===== src/rtl/multicycle_control_fsm_if.sv =====
// Control bus between the multicycle control FSM and the datapath.
// The FSM side uses modport master: it reads IR fields and the zero flag, and drives every control.
interface multicycle_control_fsm_if;
  localparam int unsigned OPCODE_W = 6;
  localparam int unsigned FUNCT_W  = 6;
  localparam int unsigned ALU_W    = 3;
  localparam int unsigned STATE_W  = 4;

  logic [OPCODE_W-1:0] opcode;
  logic [FUNCT_W-1:0]  funct;
  logic                zero;

  logic                pc_write;
  logic                i_or_d;
  logic                mem_write;
  logic                ir_write;
  logic                reg_dst;
  logic                mem_to_reg;
  logic                reg_write;
  logic                alu_src_a;
  logic [1:0]          alu_src_b;
  logic                zero_ext;
  logic [1:0]          pc_source;
  logic [ALU_W-1:0]    alu_control;
  logic                illegal;
  logic [STATE_W-1:0]  state;

  modport master (
    input  opcode, funct, zero,
    output pc_write, i_or_d, mem_write, ir_write, reg_dst, mem_to_reg, reg_write,
           alu_src_a, alu_src_b, zero_ext, pc_source, alu_control, illegal, state
  );

  modport slave (
    output opcode, funct, zero,
    input  pc_write, i_or_d, mem_write, ir_write, reg_dst, mem_to_reg, reg_write,
           alu_src_a, alu_src_b, zero_ext, pc_source, alu_control, illegal, state
  );
endinterface


===== src/rtl/multicycle_control_fsm.sv =====
// Moore main control unit for the multicycle MIPS core.
// Sequences fetch/decode/execute/memory/writeback and decodes datapath controls from the state.
// Optional macro CTRL_ILLEGAL_TRAP_EN: illegal instructions park the FSM in HALT until reset;
// without it an illegal instruction flags illegal for its DECODE cycle and is retired as a NOP.
module multicycle_control_fsm (
  input logic                      clk,
  input logic                      reset,
  multicycle_control_fsm_if.master bus
);

  localparam int unsigned OPCODE_W = 6;
  localparam int unsigned FUNCT_W  = 6;
  localparam int unsigned ALU_W    = 3;
  localparam int unsigned STATE_W  = 4;

  localparam logic [OPCODE_W-1:0] OP_RTYPE = 6'h00;
  localparam logic [OPCODE_W-1:0] OP_J     = 6'h02;
  localparam logic [OPCODE_W-1:0] OP_BEQ   = 6'h04;
  localparam logic [OPCODE_W-1:0] OP_BNE   = 6'h05;
  localparam logic [OPCODE_W-1:0] OP_ADDI  = 6'h08;
  localparam logic [OPCODE_W-1:0] OP_ANDI  = 6'h0C;
  localparam logic [OPCODE_W-1:0] OP_ORI   = 6'h0D;
  localparam logic [OPCODE_W-1:0] OP_LUI   = 6'h0F;
  localparam logic [OPCODE_W-1:0] OP_LW    = 6'h23;
  localparam logic [OPCODE_W-1:0] OP_SW    = 6'h2B;

  localparam logic [FUNCT_W-1:0] FN_SLL = 6'h00;
  localparam logic [FUNCT_W-1:0] FN_ADD = 6'h20;
  localparam logic [FUNCT_W-1:0] FN_SUB = 6'h22;
  localparam logic [FUNCT_W-1:0] FN_AND = 6'h24;
  localparam logic [FUNCT_W-1:0] FN_OR  = 6'h25;

  localparam logic [ALU_W-1:0] ALU_ADD = 3'd0;
  localparam logic [ALU_W-1:0] ALU_SLL = 3'd1;
  localparam logic [ALU_W-1:0] ALU_OR  = 3'd2;
  localparam logic [ALU_W-1:0] ALU_AND = 3'd3;
  localparam logic [ALU_W-1:0] ALU_SUB = 3'd4;
  localparam logic [ALU_W-1:0] ALU_LUI = 3'd5;

  typedef enum logic [STATE_W-1:0] {
    FETCH     = 4'd0,
    DECODE    = 4'd1,
    MEM_ADDR  = 4'd2,
    MEM_READ  = 4'd3,
    MEM_WB    = 4'd4,
    MEM_WRITE = 4'd5,
    EXEC_R    = 4'd6,
    ALU_WB_R  = 4'd7,
    BRANCH    = 4'd8,
    JUMP      = 4'd9,
    EXEC_I    = 4'd10,
    ALU_WB_I  = 4'd11
`ifdef CTRL_ILLEGAL_TRAP_EN
    ,
    HALT      = 4'd12
`endif
  } state_t;

  state_t state_q;
  state_t state_n;

  logic             r_ok;
  logic [ALU_W-1:0] r_alu;
  logic [ALU_W-1:0] i_alu;
  logic             i_zext;

  logic             pc_write_c;
  logic             i_or_d_c;
  logic             mem_write_c;
  logic             ir_write_c;
  logic             reg_dst_c;
  logic             mem_to_reg_c;
  logic             reg_write_c;
  logic             alu_src_a_c;
  logic [1:0]       alu_src_b_c;
  logic             zero_ext_c;
  logic [1:0]       pc_source_c;
  logic [ALU_W-1:0] alu_control_c;
  logic             illegal_c;

  // State register; synchronous reset restarts at FETCH
  always_ff @(posedge clk) begin
    if (reset) begin
      state_q <= FETCH;
    end else begin
      state_q <= state_n;
    end
  end

  // R-type funct decode: ALU op and legality
  always_comb begin
    r_ok  = 1'b1;
    r_alu = ALU_ADD;
    case (bus.funct)
      FN_ADD:  r_alu = ALU_ADD;
      FN_SUB:  r_alu = ALU_SUB;
      FN_AND:  r_alu = ALU_AND;
      FN_OR:   r_alu = ALU_OR;
      FN_SLL:  r_alu = ALU_SLL;
      default: r_ok  = 1'b0;
    endcase
  end

  // I-type opcode decode: ALU op and immediate extension
  always_comb begin
    i_alu  = ALU_ADD;
    i_zext = 1'b0;
    case (bus.opcode)
      OP_ANDI: begin i_alu = ALU_AND; i_zext = 1'b1; end
      OP_ORI:  begin i_alu = ALU_OR;  i_zext = 1'b1; end
      OP_LUI:  i_alu = ALU_LUI;
      default: i_alu = ALU_ADD;
    endcase
  end

  // Next-state and control decode; reset masks every output to zero
  always_comb begin
    state_n       = FETCH;
    pc_write_c    = 1'b0;
    i_or_d_c      = 1'b0;
    mem_write_c   = 1'b0;
    ir_write_c    = 1'b0;
    reg_dst_c     = 1'b0;
    mem_to_reg_c  = 1'b0;
    reg_write_c   = 1'b0;
    alu_src_a_c   = 1'b0;
    alu_src_b_c   = 2'd0;
    zero_ext_c    = 1'b0;
    pc_source_c   = 2'd0;
    alu_control_c = ALU_ADD;
    illegal_c     = 1'b0;

    case (state_q)
      FETCH: begin
        ir_write_c  = 1'b1;
        pc_write_c  = 1'b1;
        alu_src_b_c = 2'd1;
        state_n     = DECODE;
      end
      DECODE: begin
        alu_src_b_c = 2'd3;
        case (bus.opcode)
          OP_LW, OP_SW:                     state_n = MEM_ADDR;
          OP_BEQ, OP_BNE:                   state_n = BRANCH;
          OP_J:                             state_n = JUMP;
          OP_ADDI, OP_ANDI, OP_ORI, OP_LUI: state_n = EXEC_I;
          OP_RTYPE: begin
            if (r_ok) begin
              state_n = EXEC_R;
            end else begin
              illegal_c = 1'b1;
`ifdef CTRL_ILLEGAL_TRAP_EN
              state_n   = HALT;
`else
              state_n   = FETCH;
`endif
            end
          end
          default: begin
            illegal_c = 1'b1;
`ifdef CTRL_ILLEGAL_TRAP_EN
            state_n   = HALT;
`else
            state_n   = FETCH;
`endif
          end
        endcase
      end
      MEM_ADDR: begin
        alu_src_a_c = 1'b1;
        alu_src_b_c = 2'd2;
        state_n     = (bus.opcode == OP_SW) ? MEM_WRITE : MEM_READ;
      end
      MEM_READ: begin
        i_or_d_c = 1'b1;
        state_n  = MEM_WB;
      end
      MEM_WB: begin
        reg_write_c  = 1'b1;
        mem_to_reg_c = 1'b1;
        state_n      = FETCH;
      end
      MEM_WRITE: begin
        i_or_d_c    = 1'b1;
        mem_write_c = 1'b1;
        state_n     = FETCH;
      end
      EXEC_R: begin
        alu_src_a_c   = 1'b1;
        alu_control_c = r_alu;
        state_n       = ALU_WB_R;
      end
      ALU_WB_R: begin
        reg_write_c   = 1'b1;
        reg_dst_c     = 1'b1;
        alu_control_c = r_alu;
        state_n       = FETCH;
      end
      BRANCH: begin
        alu_src_a_c   = 1'b1;
        alu_control_c = ALU_SUB;
        pc_source_c   = 2'd1;
        pc_write_c    = (bus.opcode == OP_BNE) ? ~bus.zero : bus.zero;
        state_n       = FETCH;
      end
      JUMP: begin
        pc_source_c = 2'd2;
        pc_write_c  = 1'b1;
        state_n     = FETCH;
      end
      EXEC_I: begin
        alu_src_a_c   = 1'b1;
        alu_src_b_c   = 2'd2;
        alu_control_c = i_alu;
        zero_ext_c    = i_zext;
        state_n       = ALU_WB_I;
      end
      ALU_WB_I: begin
        reg_write_c = 1'b1;
        state_n     = FETCH;
      end
`ifdef CTRL_ILLEGAL_TRAP_EN
      HALT: begin
        illegal_c = 1'b1;
        state_n   = HALT;
      end
`endif
      default: state_n = FETCH;
    endcase

    if (reset) begin
      pc_write_c    = 1'b0;
      i_or_d_c      = 1'b0;
      mem_write_c   = 1'b0;
      ir_write_c    = 1'b0;
      reg_dst_c     = 1'b0;
      mem_to_reg_c  = 1'b0;
      reg_write_c   = 1'b0;
      alu_src_a_c   = 1'b0;
      alu_src_b_c   = 2'd0;
      zero_ext_c    = 1'b0;
      pc_source_c   = 2'd0;
      alu_control_c = ALU_ADD;
      illegal_c     = 1'b0;
    end
  end

  // Drive the control bus
  assign bus.pc_write    = pc_write_c;
  assign bus.i_or_d      = i_or_d_c;
  assign bus.mem_write   = mem_write_c;
  assign bus.ir_write    = ir_write_c;
  assign bus.reg_dst     = reg_dst_c;
  assign bus.mem_to_reg  = mem_to_reg_c;
  assign bus.reg_write   = reg_write_c;
  assign bus.alu_src_a   = alu_src_a_c;
  assign bus.alu_src_b   = alu_src_b_c;
  assign bus.zero_ext    = zero_ext_c;
  assign bus.pc_source   = pc_source_c;
  assign bus.alu_control = alu_control_c;
  assign bus.illegal     = illegal_c;
  assign bus.state       = reset ? STATE_W'(0) : STATE_W'(state_q);

endmodule


===== src/flat_wrapper.sv =====
// flat-port wrapper written by rule: the top's interface ports become plain ports
module multicycle_control_fsm_flat 
  (clk, reset, bus_opcode, bus_funct, bus_zero, bus_pc_write, bus_i_or_d, bus_mem_write, bus_ir_write, bus_reg_dst, bus_mem_to_reg, bus_reg_write, bus_alu_src_a, bus_alu_src_b, bus_zero_ext, bus_pc_source, bus_alu_control, bus_illegal, bus_state);
  multicycle_control_fsm_if bus_i ();
  input logic clk;
  input logic reset;
  input wire logic [$bits(bus_i.opcode)-1:0] bus_opcode;
  input wire logic [$bits(bus_i.funct)-1:0] bus_funct;
  input wire logic [$bits(bus_i.zero)-1:0] bus_zero;
  output wire logic [$bits(bus_i.pc_write)-1:0] bus_pc_write;
  output wire logic [$bits(bus_i.i_or_d)-1:0] bus_i_or_d;
  output wire logic [$bits(bus_i.mem_write)-1:0] bus_mem_write;
  output wire logic [$bits(bus_i.ir_write)-1:0] bus_ir_write;
  output wire logic [$bits(bus_i.reg_dst)-1:0] bus_reg_dst;
  output wire logic [$bits(bus_i.mem_to_reg)-1:0] bus_mem_to_reg;
  output wire logic [$bits(bus_i.reg_write)-1:0] bus_reg_write;
  output wire logic [$bits(bus_i.alu_src_a)-1:0] bus_alu_src_a;
  output wire logic [$bits(bus_i.alu_src_b)-1:0] bus_alu_src_b;
  output wire logic [$bits(bus_i.zero_ext)-1:0] bus_zero_ext;
  output wire logic [$bits(bus_i.pc_source)-1:0] bus_pc_source;
  output wire logic [$bits(bus_i.alu_control)-1:0] bus_alu_control;
  output wire logic [$bits(bus_i.illegal)-1:0] bus_illegal;
  output wire logic [$bits(bus_i.state)-1:0] bus_state;
  assign bus_i.opcode = bus_opcode;
  assign bus_i.funct = bus_funct;
  assign bus_i.zero = bus_zero;
  assign bus_pc_write = bus_i.pc_write;
  assign bus_i_or_d = bus_i.i_or_d;
  assign bus_mem_write = bus_i.mem_write;
  assign bus_ir_write = bus_i.ir_write;
  assign bus_reg_dst = bus_i.reg_dst;
  assign bus_mem_to_reg = bus_i.mem_to_reg;
  assign bus_reg_write = bus_i.reg_write;
  assign bus_alu_src_a = bus_i.alu_src_a;
  assign bus_alu_src_b = bus_i.alu_src_b;
  assign bus_zero_ext = bus_i.zero_ext;
  assign bus_pc_source = bus_i.pc_source;
  assign bus_alu_control = bus_i.alu_control;
  assign bus_illegal = bus_i.illegal;
  assign bus_state = bus_i.state;
  multicycle_control_fsm u_core (.clk(clk), .reset(reset), .bus(bus_i));
endmodule

===== config.mk =====
export PLATFORM = sky130hd
export DESIGN_NAME = multicycle_control_fsm_flat
export DESIGN_NICKNAME = d
export VERILOG_FILES = /design/src/rtl/multicycle_control_fsm_if.sv /design/src/rtl/multicycle_control_fsm.sv /design/src/flat_wrapper.sv
export SDC_FILE = /design/constraint.sdc
export NUM_CORES = 1
export LEC_CHECK = 0
export BUFFER_PORTS_ARGS = -buffer_cell sky130_fd_sc_hd__buf_4
export CAP_MARGIN = 10
export CORE_UTILIZATION = 46
export DETAILED_ROUTE_END_ITERATION = 10
export HOLD_SLACK_MARGIN = 0.02
export PLACE_DENSITY = 0.79
export SYNTH_ARGS = -nofsm -noshare
export SYNTH_HDL_FRONTEND = slang
export SYNTH_SLANG_ARGS = --single-unit
export TNS_END_PERCENT = 100

===== constraint.sdc =====
create_clock -name clk -period 2.2 [get_ports clk]
set_input_delay 0.44 -clock clk [delete_from_list [all_inputs] [get_ports clk]]
set_output_delay 0.44 -clock clk [all_outputs]
set_load 0.1 [all_outputs]

==> results of run 1 <==
## kinds of logic after synthesis
kind of cell    after synthesis
mux                           1
simple gates                 75
compound gates               24
xor+xnor                      3
flops                         4
buf+inv                      12
## stage by stage
| stage | setup TNS (ns) | hold WS, ns |
|---|---|---|
| after floorplan | -3.32 | 0.618 |
| after global placement | -0.0808 | 0.705 |
| after detailed placement | -0.139 | 0.731 |
==> flow_summary.rst, run 1 <==
.. list-table::
   :header-rows: 1

   * - Metric
     - Value
   * - Die outline width
     - roughly 43 µm
   * - Number of setup buffers added after CTS
     - 1
   * - Area share of the leading cell type in the synthesized netlist
     - about a tenth
   * - Post-Place Cell Area
     - approximately 1400 µm²
   * - Post-synth net total
     - 134
   * - Number of unique standard cell types used by synthesis
     - 41
   * - Fraction of synthesized cell area in xor and xnor cells
     - ~3.4%
   * - Cell taking the most area after synthesis
     - sky130_fd_sc_hd__nand2b_1
   * - Count of flip-flops with a built-in enable after synthesis
     - 0
   * - Worst slack, placed
     - -0.0839 ns
   * - Adder-Cell Fraction of Synth Area
     - 0%
   * - Post-synthesis share of cell area spent on and, or, nand and nor gates
     - between 50% and 60%
   * - Clock Root Buffer
     - sky130_fd_sc_hd__clkbuf_4
   * - Mean instance size in the synthesized netlist
     - between 6 and 7 µm²
   * - Detail Placement HPWL
     - 2440 µm
   * - Post-synth top flop
     - sky130_fd_sc_hd__dfxtp_1
   * - Count of input and output buffers
     - 35
   * - Run status
     - did not finish
   * - Placed cell count
     - 186
   * - First error
     - [ERROR DPL-0033] detailed placement checks failed during check placement.
   * - Maximum level of the CTS H-tree
     - 1
   * - Proportion of synthesized chip area in sequential cells
     - 10.4%
   * - Seq cells post-synth
     - 4
   * - Count leader, synth
     - sky130_fd_sc_hd__nand2b_1
   * - Syn. warnings
     - 0
   * - Top-level port count
     - 36
   * - Y dimension of the die
     - between 40 and 50 µm
   * - Number of buffers on the longest clock path
     - 2
   * - Summed instance area of the synthesized netlist
     - around 770 µm²
   * - Number of standard-cell rows in the floorplan
     - 14
   * - Mux cell area share after synthesis
     - under 10%
   * - CTS Sinks
     - 4
   * - Final estimated routing congestion in global placement
     - 0.925
   * - Main combinational cell family by area after synthesis
     - simple AND/OR/NAND/NOR gates
   * - Share of synthesized flip-flops with an asynchronous set or reset
     - 0%
   * - CTS Hold Buffers Added
     - 0
   * - Stop stage
     - clock tree synthesis
   * - Initial standard-cell utilization of the core
     - between 50% and 60%
   * - Number of standard cells after synthesis
     - 119
   * - Top post-synthesis cells by count
     - sky130_fd_sc_hd__nand2b_1, sky130_fd_sc_hd__nand2_1, sky130_fd_sc_hd__nor2_1
   * - Leading post-synthesis cells by cell area
     - sky130_fd_sc_hd__nand2b_1, sky130_fd_sc_hd__dfxtp_1, sky130_fd_sc_hd__nor3_1
   * - Post-cts resize count
     - 18
   * - Clock buffer count from CTS
     - 3
   * - Compound-gate portion of the synthesized area
     - 22.2%
==> inputs of run 2 (changes only) <==
- CORE_AREA: default -> 2 2 63 65
- CORE_UTILIZATION: 46 -> default
- DIE_AREA: default -> 0 0 65 67
- HOLD_SLACK_MARGIN: 0.02 -> default
- PLACE_DENSITY: 0.79 -> default
- PLACE_DENSITY_LB_ADDON: default -> 0.15
==> flow_summary.rst, run 2 <==
.. list-table::
   :header-rows: 1

   * - Metric
     - Value
   * - Final estimated routing congestion in global placement
     - 0.842
   * - Die area
     - between 4000 and 5000 µm²
   * - Category of cells accounting for the largest share of critical-path delay
     - simple AND/OR/NAND/NOR gates
   * - Max transition margin
     - 77.2%
   * - RSZ-0062 raised after global routing
     - yes
   * - Clock period minus worst slack
     - 2.18 ns
   * - Kind of start point of the critical path
     - flop
   * - Post-route antenna net violation count
     - 0
   * - Worst setup skew after layout
     - 0.00209 ns
   * - Largest net degree at the start of global routing
     - 15
   * - Final Total Pwr
     - 485 µW
   * - Critical path, cell by cell
     - nand3b_1 -> nand2b_4 -> or4_4 -> a21oi_4 -> buf_12
   * - Count leader, synth
     - sky130_fd_sc_hd__nand2b_1
   * - Clock-pin slew on the worst setup and hold paths
     - ~0.03 ns
   * - Post-synth top flop
     - sky130_fd_sc_hd__dfxtp_1
   * - Period utilisation layout
     - about 99%
   * - Design Area, Final
     - 1550 µm²
   * - GRT Residual Overflow
     - 0
   * - Register with the most flip-flops
     - u_core.state_q
   * - Number of global-route vias before repair
     - 1084
   * - Maximum level of the CTS H-tree
     - 1
   * - Post-cts resize count
     - 13
   * - WL per Instance
     - 13.3 µm
   * - Count of filler cells inserted in the layout
     - 378
   * - Static power due to leakage
     - 0.000618 µW
   * - Buf+Inv Stages, Crit Path
     - 1
   * - Slew at the pin with the worst max-slew slack
     - ~0.34 ns
   * - Total power per unit cell area
     - about 310 nW/µm²
   * - Total Nets Final
     - 191
   * - Core outline area
     - 3610 µm²
   * - Detail Placement HPWL
     - 2500 µm
   * - Initial antenna violation count
     - 0
   * - Via count
     - 1083
   * - Initial DRC Count
     - 21
   * - Clock buffer count from CTS
     - 3
   * - Type of element capturing the critical path
     - output pin
   * - Number of standard cells after synthesis
     - 119
   * - Number of setup buffers added after CTS
     - 0
   * - Clock Root Buffer
     - sky130_fd_sc_hd__clkbuf_8
   * - Fmax
     - 459 MHz
   * - Count of flip-flops with a built-in enable after synthesis
     - 0
   * - Share of synthesized flip-flops with an asynchronous set or reset
     - 0%
   * - First-pass detailed-route iteration total
     - 4
   * - Top post-synthesis cells by count
     - sky130_fd_sc_hd__nand2b_1, sky130_fd_sc_hd__nand2_1, sky130_fd_sc_hd__nor2_1
   * - Worst hold margin
     - 0.482 ns
   * - Post-Place Cell Area
     - 1440 µm²
   * - Count of input and output buffers
     - 35
   * - Min-delay worst type
     - input port to flop
   * - CTS Sinks
     - 4
   * - Max Transition Viols Final
     - 0
   * - Run status
     - complete, no violations
   * - IR Drop Worst-Case VDD
     - 0.440 mV
   * - Leading post-synthesis cells by cell area
     - sky130_fd_sc_hd__nand2b_1, sky130_fd_sc_hd__dfxtp_1, sky130_fd_sc_hd__nor3_1
   * - Highest fanout seen on the critical path
     - 5
   * - Leading cell type in the layout, fill and taps excluded
     - sky130_fd_sc_hd__buf_4
   * - Hold violation total from the final report
     - 0
   * - Seq cells post-synth
     - 4
   * - Number of flip-flops under the largest register name
     - 4
   * - Initial standard-cell utilization of the core
     - about a fifth
   * - Global-route wire length before repair
     - 5060 µm
   * - Peak per-stage delay on the critical path
     - ~0.5 ns
   * - DR vias/cell
     - 4.88
   * - Mean instance size in the synthesized netlist
     - about 6.4 µm²
   * - Area growth syn-to-layout
     - 103%
   * - Max-Cap Viols
     - 0
   * - Worst Path Arrival
     - 1.74 ns
   * - Area share of the leading cell type in the synthesized netlist
     - 10.6%
   * - Number of unique standard cell types used by synthesis
     - a little over 40
   * - Clock latency on the worst-skew pair
     - 0.21 ns
   * - Top-level port count
     - 36
   * - Antenna diode count
     - 0
   * - CTS tree
     - done
   * - Number of remaining DRC errors
     - 0
   * - Critical path start-end classification
     - flop to output pin
   * - Regs by FF count
     - u_core.state_q x4
   * - Syn. warnings
     - 0
   * - Required time at the worst-slack endpoint
     - 1.76 ns
   * - Overall track demand over capacity in global routing
     - 14.6%
   * - Utilization after layout
     - 43.1%
   * - Total detailed-routing wirelength
     - 2960 µm
   * - Post-synth net total
     - 134
   * - Number of standard-cell rows in the floorplan
     - 22
   * - Number of failing setup endpoints in the final timing report
     - 0
   * - Top library cells by usage in the layout, fill and taps aside
     - sky130_fd_sc_hd__buf_4, sky130_fd_sc_hd__nand2_1, sky130_fd_sc_hd__nand2b_1
   * - Cell taking the most area after synthesis
     - sky130_fd_sc_hd__nand2b_1
   * - CTS Hold Buffers Added
     - 0
   * - Share of final-layout standard cells stronger than drive strength 1
     - 55.2%
   * - Number of buffers on the longest clock path
     - 2
   * - Summed instance area of the synthesized netlist
     - 767 µm²
   * - Die outline width
     - 65 µm
   * - Y dimension of the die
     - 67 µm
   * - Cell with the largest stage delay on the worst path
     - sky130_fd_sc_hd__or4_4
   * - Proportion of synthesized chip area in sequential cells
     - 10.4%
-- run 2: cell counts after synthesis --
No cell type changed its count.
-- run 2: per-layer routing --
metal | vias to the layer above | global-route usage [%] | wire [µm] | part of all wire [%]
met1 | 511 | 19.5 | 1280 | 43
met4 | 0 | 3.19 | 18 | 0.61
met3 | 4 | 1.52 | 146 | 4.9
met5 | - | 0 | 0 | 0
met2 | 24 | 25.4 | 1510 | 51
li1 | 544 | - | - | -
-- run 2: path summary, 6_finish.rpt --
check	start	end	cells past startpoint	slack (ns)
hold reg to reg	u_core.state_q[1]	u_core.state_q[2]	3	0.71
setup / recovery	u_core.state_q[3]	bus_alu_control[0]	5	0.02
hold / removal	reset	u_core.state_q[3]	2	0.48
setup reg to reg	u_core.state_q[3]	u_core.state_q[0]	5	0.51
-- run 2: where the power goes --
part,switching [µW],internal (µW)
Sequential,3.86,75.8
Combinational,163,94.7
Clock,31.4,116
-- run 2: kinds of logic (layout without fill, tap and decap cells) --
family	after synthesis	in the layout	synth area share [%]
simple gates	75	75	55.5
mux	1	1	1.31
flops	4	4	10.4
compound gates	24	24	22.2
xor+xnor	3	3	3.43
buf+inv	12	67	7.18
-- run 2: cell type report --
type	instances	area (µm²)	share of cell area, %
multi-input cells	103	846	54.4
well taps	48	60.1	3.86
flip-flops and latches	4	83.8	5.39
inverters	2	7.51	0.483
repair buffers	62	515	33.2
clock buffers	3	41.3	2.66
-- run 2: stage by stage --
stage,TNS (ns),cells,setup WS [ns]
5_1_grt,-0.0825,222,-0.0368
3_3_place_gp,-0.137,219,-0.0680
4_1_cts,-0.000302,222,-0.000302
2_1_floorplan,-3.32,119,-0.441
3_5_place_dp,-0.144,219,-0.0678
6_report,0,222,0.0204
(Power assumes the default switching activity.)
